===== src/rtl/core_mgmt_write_arbiter.sv =====
// core_mgmt_write_arbiter: round-robin arbiter sharing one AXI-lite write path between per-core mailbox writers.
// Out-of-window requests are rejected locally and never reach AXI.
module core_mgmt_write_arbiter #(
   parameter int                NUM_REQ  = 2,
   parameter int                ADDR_W   = 32,
   parameter int                DATA_W   = 32,
   parameter logic [ADDR_W-1:0] WIN_BASE = 32'h6000_0000,
   parameter logic [ADDR_W-1:0] WIN_SIZE = 32'h0000_1000
) (
   input  logic                        clk,
   input  logic                        rst,
   input  logic [NUM_REQ-1:0]          req_valid,
   output logic [NUM_REQ-1:0]          req_ready,
   input  logic [NUM_REQ*ADDR_W-1:0]   req_addr,
   input  logic [NUM_REQ*DATA_W-1:0]   req_data,
   input  logic [NUM_REQ*DATA_W/8-1:0] req_strb,
   output logic [NUM_REQ-1:0]          resp_valid,
   output logic [NUM_REQ-1:0]          resp_err,
   output logic                        busy,
   output logic                        m_awvalid,
   input  logic                        m_awready,
   output logic [ADDR_W-1:0]           m_awaddr,
   output logic                        m_wvalid,
   input  logic                        m_wready,
   output logic [DATA_W-1:0]           m_wdata,
   output logic [DATA_W/8-1:0]         m_wstrb,
   input  logic                        m_bvalid,
   output logic                        m_bready,
   input  logic [1:0]                  m_bresp
);
   localparam int STRB_W = DATA_W/8;
   localparam int IW     = (NUM_REQ > 1) ? $clog2(NUM_REQ) : 1;

   typedef enum logic [1:0] {IDLE, REJECT, XFER, RESP} state_t;

   state_t              state, state_n;
   logic [IW-1:0]       rr_ptr, g, scan, own, own_nxt;
   logic                g_vld, legal, accept, aw_done, w_done, aw_fin, w_fin;
   logic [ADDR_W-1:0]   sel_addr;
   logic [ADDR_W:0]     win_lo, win_hi;
   logic [NUM_REQ-1:0]  own_oh;

   // Lowest scan offset from rr_ptr wins, so iterate downward and let the last hit stand.
   always_comb begin
      g     = '0;
      g_vld = 1'b0;
      scan  = '0;
      for (int k = NUM_REQ-1; k >= 0; k--) begin
         scan = IW'((int'(rr_ptr) + k) % NUM_REQ);
         if (req_valid[scan]) begin
            g     = scan;
            g_vld = 1'b1;
         end
      end
   end

   assign accept    = (state == IDLE) && g_vld;
   assign req_ready = accept ? NUM_REQ'(1) << g : '0;
   assign sel_addr  = req_addr[g*ADDR_W +: ADDR_W];
   assign win_lo    = {1'b0, WIN_BASE};
   assign win_hi    = win_lo + {1'b0, WIN_SIZE};
   assign legal     = ({1'b0, sel_addr} >= win_lo) && ({1'b0, sel_addr} < win_hi);
   assign aw_fin    = aw_done | (m_awvalid & m_awready);
   assign w_fin     = w_done | (m_wvalid & m_wready);
   assign own_nxt   = (own == IW'(NUM_REQ-1)) ? '0 : own + 1'b1;
   assign own_oh    = NUM_REQ'(1) << own;
   assign busy      = state != IDLE;

   always_comb begin
      state_n = (state == IDLE)   ? (accept ? (legal ? XFER : REJECT) : IDLE) :
                (state == REJECT) ? IDLE :
                (state == XFER)   ? ((aw_fin && w_fin) ? RESP : XFER) :
                                    (m_bvalid ? IDLE : RESP);
   end

   always_ff @(posedge clk)
      state <= rst ? IDLE : state_n;

   always_ff @(posedge clk) begin
      if (rst) begin
         rr_ptr     <= '0;
         own        <= '0;
         aw_done    <= 1'b0;
         w_done     <= 1'b0;
         m_awvalid  <= 1'b0;
         m_wvalid   <= 1'b0;
         m_bready   <= 1'b0;
         m_awaddr   <= '0;
         m_wdata    <= '0;
         m_wstrb    <= '0;
         resp_valid <= '0;
         resp_err   <= '0;
      end else begin
         resp_valid <= '0;
         resp_err   <= '0;
         if (accept) begin
            own <= g;
            if (legal) begin
               m_awaddr  <= sel_addr;
               m_wdata   <= req_data[g*DATA_W +: DATA_W];
               m_wstrb   <= req_strb[g*STRB_W +: STRB_W];
               m_awvalid <= 1'b1;
               m_wvalid  <= 1'b1;
            end else begin
               resp_valid <= NUM_REQ'(1) << g;
               resp_err   <= NUM_REQ'(1) << g;
            end
         end
         if (state == REJECT)
            rr_ptr <= own_nxt;
         if (state == XFER) begin
            if (m_awvalid && m_awready) begin
               m_awvalid <= 1'b0;
               aw_done   <= 1'b1;
            end
            if (m_wvalid && m_wready) begin
               m_wvalid <= 1'b0;
               w_done   <= 1'b1;
            end
            if (aw_fin && w_fin) begin
               aw_done  <= 1'b0;
               w_done   <= 1'b0;
               m_bready <= 1'b1;
            end
         end
         // SLVERR (10) and DECERR (11) both flag an error.
         if (m_bready && m_bvalid) begin
            m_bready   <= 1'b0;
            resp_valid <= own_oh;
            resp_err   <= (m_bresp >= 2'b10) ? own_oh : '0;
            rr_ptr     <= own_nxt;
         end
      end
   end
endmodule

===== config.mk =====
export PLATFORM = sky130hd
export DESIGN_NAME = core_mgmt_write_arbiter
export DESIGN_NICKNAME = d
export VERILOG_FILES = /design/src/rtl/core_mgmt_write_arbiter.sv
export SDC_FILE = /design/constraint.sdc
export NUM_CORES = 1
export LEC_CHECK = 0
export CELL_PAD_IN_SITES_DETAIL_PLACEMENT = 1
export CELL_PAD_IN_SITES_GLOBAL_PLACEMENT = 1
export CORE_MARGIN = 2
export CORE_UTILIZATION = 28
export DETAILED_ROUTE_END_ITERATION = 10
export PLACE_DENSITY_LB_ADDON = 0.1
export SYNTH_ARGS = -nofsm -noshare
export SYNTH_HDL_FRONTEND = slang
export SYNTH_SLANG_ARGS = --single-unit

===== constraint.sdc =====
create_clock -name clk -period 3.1 [get_ports clk]
set_input_delay 0.465 -clock clk [delete_from_list [all_inputs] [get_ports clk]]
set_output_delay 0.465 -clock clk [all_outputs]
set_load 0.03 [all_outputs]

Yosys cells after proc, flatten, opt, wreduce, memory -nomap -nowiden
Index checks and enable logic that the tools add are counted.
Storage, ports and cells
  bits in writable memories: 0
  latch bits: 0
  logic and storage cells: 83
  output and inout port bits: 78
  register bits: 81
  memories kept: 0
  bits in read-only memories: 0
Operators by class
  muxes and demuxes: 36
  equality and inequality tests: 2
  add/subtract/negate cells: 2
  order comparisons: 5
  shift-type cells: 5
  bitwise gates (word level): 4
  div/mod/pow operators: 0
  multipliers: 0
  reductions and logical operators: 16
Operators by type and width (number)
  $shiftx A64 B7 Y32: 2
  $ge A32 B31 Y1 const B: 1
  $lt A32 B31 Y1 const B: 1
  $mux W1: 24
  $mux W2: 12
  $reduce_and A2 Y1: 4
  $reduce_bool A2 Y1: 4
  $shiftx A8 B4 Y4: 1
  $logic_and A1 B1 Y1: 6
  $lt A1 B2 Y1 const B: 2
  $shl A1 B1 Y2 const A: 2
  $add A1 B1 Y1 const B: 2
  $and A1 B1 Y1: 2
  $eq A2 B1 Y1 const B: 1
  $eq A2 B2 Y1 const B: 1
  $ge A2 B2 Y1 const B: 1
  $logic_not A2 Y1: 1
  $or A1 B1 Y1: 2
  $reduce_or A2 Y1: 1

Longest topological paths before layout
  word-level depth: 12
  mapped depth: 8
  depth with buffers taken out: 5

Worst setup path after synthesis
No wires, ideal clock.
  path kind: input -> register
  start point: input port req_addr[47]
  end point: register m_awaddr[0]
  stages: 6
  buffers on the path: 2
  arrival time: 1.942 ns
  setup slack: 1.024 ns
  data required time: 2.966 ns
  cells stage by stage: or4_1 o31ai_4 and3_1 buf_4 buf_4 a211oi_1
On the way
  word-level cells in the longest chain between the ends: 4
  elaborated cells between the ends (all ways): 5
Ends and longest elaborated chain
  start, declared: line 14  | input logic [NUM_REQ*ADDR_W-1:0] req_addr,
  $shiftx A64 B7 Y32 (*): line 59  | assign sel_addr = req_addr[g*ADDR_W +: ADDR_W];
  $ge A32 B31 Y1 / $lt A32 B31 Y1 (equally long branches): line 62  | assign legal = ({1'b0, sel_addr} >= win_lo) && ({1'b0, sel_addr} < win_hi);
  $logic_and A1 B1 Y1 (*): line 62
  $reduce_and A2 Y1 (no line) (*)
  end signal, assigned: line 99  | m_awaddr <= sel_addr;
  end, declared: line 22  | output logic [ADDR_W-1:0] m_awaddr,
Mark *: on every way between the ends. The rest lies on a longest branch, timed or not.
A chain may end at the register's enable or synchronous reset.

Final worst setup path
  start point: input port req_valid[0]
  end point: output port req_ready[1]
On the way
  word-level cells in the longest chain between the ends: 6
  elaborated cells between the ends (all ways): 11
Ends and longest elaborated chain
  start, declared: line 12  | input logic [NUM_REQ-1:0] req_valid,
  $mux W1 (implied by the code) (2 in series): line 50  | if (req_valid[scan]) begin
  $mux W1 (2 in series): line 50
  $shl A1 B1 Y2 / $logic_and A1 B1 Y1 (equally long branches): line 58, 57
  $mux W2 (*): line 58  | assign req_ready = accept ? NUM_REQ'(1) << g : '0;
  end, declared: line 13  | output logic [NUM_REQ-1:0] req_ready,
Mark *: on every way between the ends. The rest lies on a longest branch, timed or not. The select of a mux whose other input is x is not followed.

==> results.cfg <==
[status]
status = finished, final reports clean

[routing]
met1_length_um = 5160
wl_met3_um = 769
drc = 0
wl_per_cell_um = 17.2
dr_total_vias = 3668
wl_met2_um = 6440
drtIter0Drc = 133
drt-total-wl_um = 12700
drtAntennaViolNets = 0
drtPass1Iterations = 4
routed.top_layer = met4
drt-vias-per-instance = 4.97

[synthesis]
netlist_top_cells_count = dfxtp_1, a31oi_1, mux2i_1, a211oi_1, and2_1
yosysTopAreaCell = dfxtp_1
synth_top_area_frac = 0.466
synthTopCellsByArea = dfxtp_1, mux2i_1, a211oi_1, a31oi_1, and2_1
synthesis.area_mm2 = 0.00348
synth-edff-count = 0
syn_inst = 357
ys_ff_latch = 81
syn_area_per_cell_um2 = 9.75
synth_cell_types = 32
synth_nets = 502
ys_async_sr_fraction = 0
ys_seq_area_frac = 0.466
yosysWarningCount = 0
yosysMostFrequentCell = dfxtp_1
synth-main-ff-cell = dfxtp_1

[setup_path]
critPathCaptureType = primary output
critPathRequiredTime_ns = 2.63
cp.arrival_ns = 2.32
start_kind = primary input
path_max_fanout = 5
crit_type = primary input to primary output
reg2reg_slack_ns = 1.06

[timing]
fin_crit_sh = 0.898
tightest_slew_ns = 0.617
finClkSkew_ns = 0.00523
fin_tns_setup_ns = 0
finalHoldViolations = 0
max-slew-margin-rel = 0.588
slew_violations = 0
setup_ws_ns = 0.315
setup_violations = 0
fin_crit_ns = 2.79
fmax_mhz = 359
rsz0062_at_grt = false

[clock_network]
clk_pin_slew_ns = 0.06
clockBufferDepth = 2
cts_hold_buf = 0
cts-resized-gates = 0
post_cts_buffers = 0
cts.htree.levels = 3
clock_latency_ns = 0.32
cts_tree = built
cts_sinks = 81
cts_buffers = 9
cts_root_buf = clkbuf_16

[die]
core_region_area_mm2 = 0.0121
dieHeight_um = 115
io_pins = 223
initial_core_util = 0.288
placementRows = 40
die_w_um = 115
die_area_mm2 = 0.0133

[grt]
grt_max_degree = 54
grt_pass1_vias = 3908
grt_first_pass_wirelength_um = 19700
antenna_found_initial = 0
grt.total_usage = 0.189
grt_overflow_total = 0

[pwr]
leakagePower_nw = 2.27
vdd_drop_max_mv = 0.259
p_per_area_mw_per_mm2 = 406

[flow_run]
cap_violations = 0

[finish]
antenna_cells = 0
fillCellCount = 1347
fin_nets = 710
drive_above_1_share = 0.0632
area_delta_synth_final_pct = 77.2

[placed_design]
port_buffers = 221
pre_cts_slack_ns = 0.156
gp_congestion = 0.760
hpwl_um = 9550

[min_path]
hold_class = flop to flop
==> layout make-up <==
type / count / area (um^2) / share of cell area
well taps: 168 / 210 / 0.0341
inverters: 8 / 30.0 / 0.00487
repair buffers: 232 / 2300 / 0.373
flip-flops and latches: 81 / 1620 / 0.263
clock buffers: 9 / 225 / 0.0365
clock inverters: 7 / 83.8 / 0.0136
multi-input cells: 233 / 1700 / 0.275
==> path summary, 6_finish.rpt <==
kind | end | cells past startpoint | start
worst max-delay path | req_ready[1] | 6 | req_valid[0]
worst min-delay path | m_awaddr[29] | 2 | m_awaddr[29]
worst max register to register | m_wdata[31] | 7 | rr_ptr
worst min register to register | m_awaddr[29] | 2 | m_awaddr[29]
==> cell families (layout without fill, tap and decap cells) <==
kind of cell | after synthesis | count (layout) | synth area share
buf+inv | 43 | 256 | 0.0529
mux | 50 | 50 | 0.144
flops | 81 | 81 | 0.466
compound gates | 119 | 119 | 0.236
simple gates | 64 | 64 | 0.102
==> critical path, cell delays in order <==
cell             delay, ns
clkdlybuf4s50_1       0.43
nor2b_1               0.17
nand2b_4              0.19
or2_2                 0.34
inv_1                 0.07
clkdlybuf4s50_1       0.66
==> cell usage in the layout, fill, tap and decap left out, drive strengths merged <==
cell,instances
bufinv,1
o41ai,2
and2,21
o21ai,5
nand2b,1
or2,2
a31oi,51
nand2,11
clkinv,1
nor4b,4
o21a,1
clkbuf,9
dfxtp,81
inv,12
nand3b,1
mux2i,50
clkdlybuf4s50,219
a21oi,6
or4,1
o211ai,1
nor4,5
a211oi,48
nor2,9
buf,13
nor2b,1
clkinvlp,1
nand3,3
and3,1
nor3,4
o2111ai,1
o31ai,4
==> power by group <==
part           switching, mW  leakage [nW]  internal, mW
clock network          0.452         0.149         0.640
registers            0.00294         0.653          1.05
logic                  0.137          1.47         0.222
total                  0.593          2.27          1.91
==> flip-flops by register name, indices dropped and copies added, names as in the netlist <==
register and count:
state 2, m_awvalid 1, m_wvalid 1, resp_valid 2, resp_err 2, w_done 1
aw_done 1, rr_ptr 1, m_wstrb 4, m_bready 1, m_wdata 32, own 1
m_awaddr 32
==> per-stage QoR <==
stage / instances / util / hold WS (ns) / area (um^2) / power (mW)
finish: 738 / 0.511 / 0.454 / 6170 / 2.50
global route: 738 / 0.511 / 0.486 / 6170 / 2.61
CTS: 737 / 0.511 / 0.460 / 6160 / 2.54
detailed placement: 721 / 0.485 / 0.444 / 5850 / 1.44
global placement: 721 / 0.485 / 0.437 / 5850 / 1.43
floorplan: 357 / - / 0.468 / 3480 / 1.21
==> layer usage <==
metal  vias up  GRT usage
met4         0     0.0723
li1       1773          -
met1      1753      0.216
met2       121      0.335
met3        21     0.0518
met5         -          0
Power figures use the tool's default switching activity.
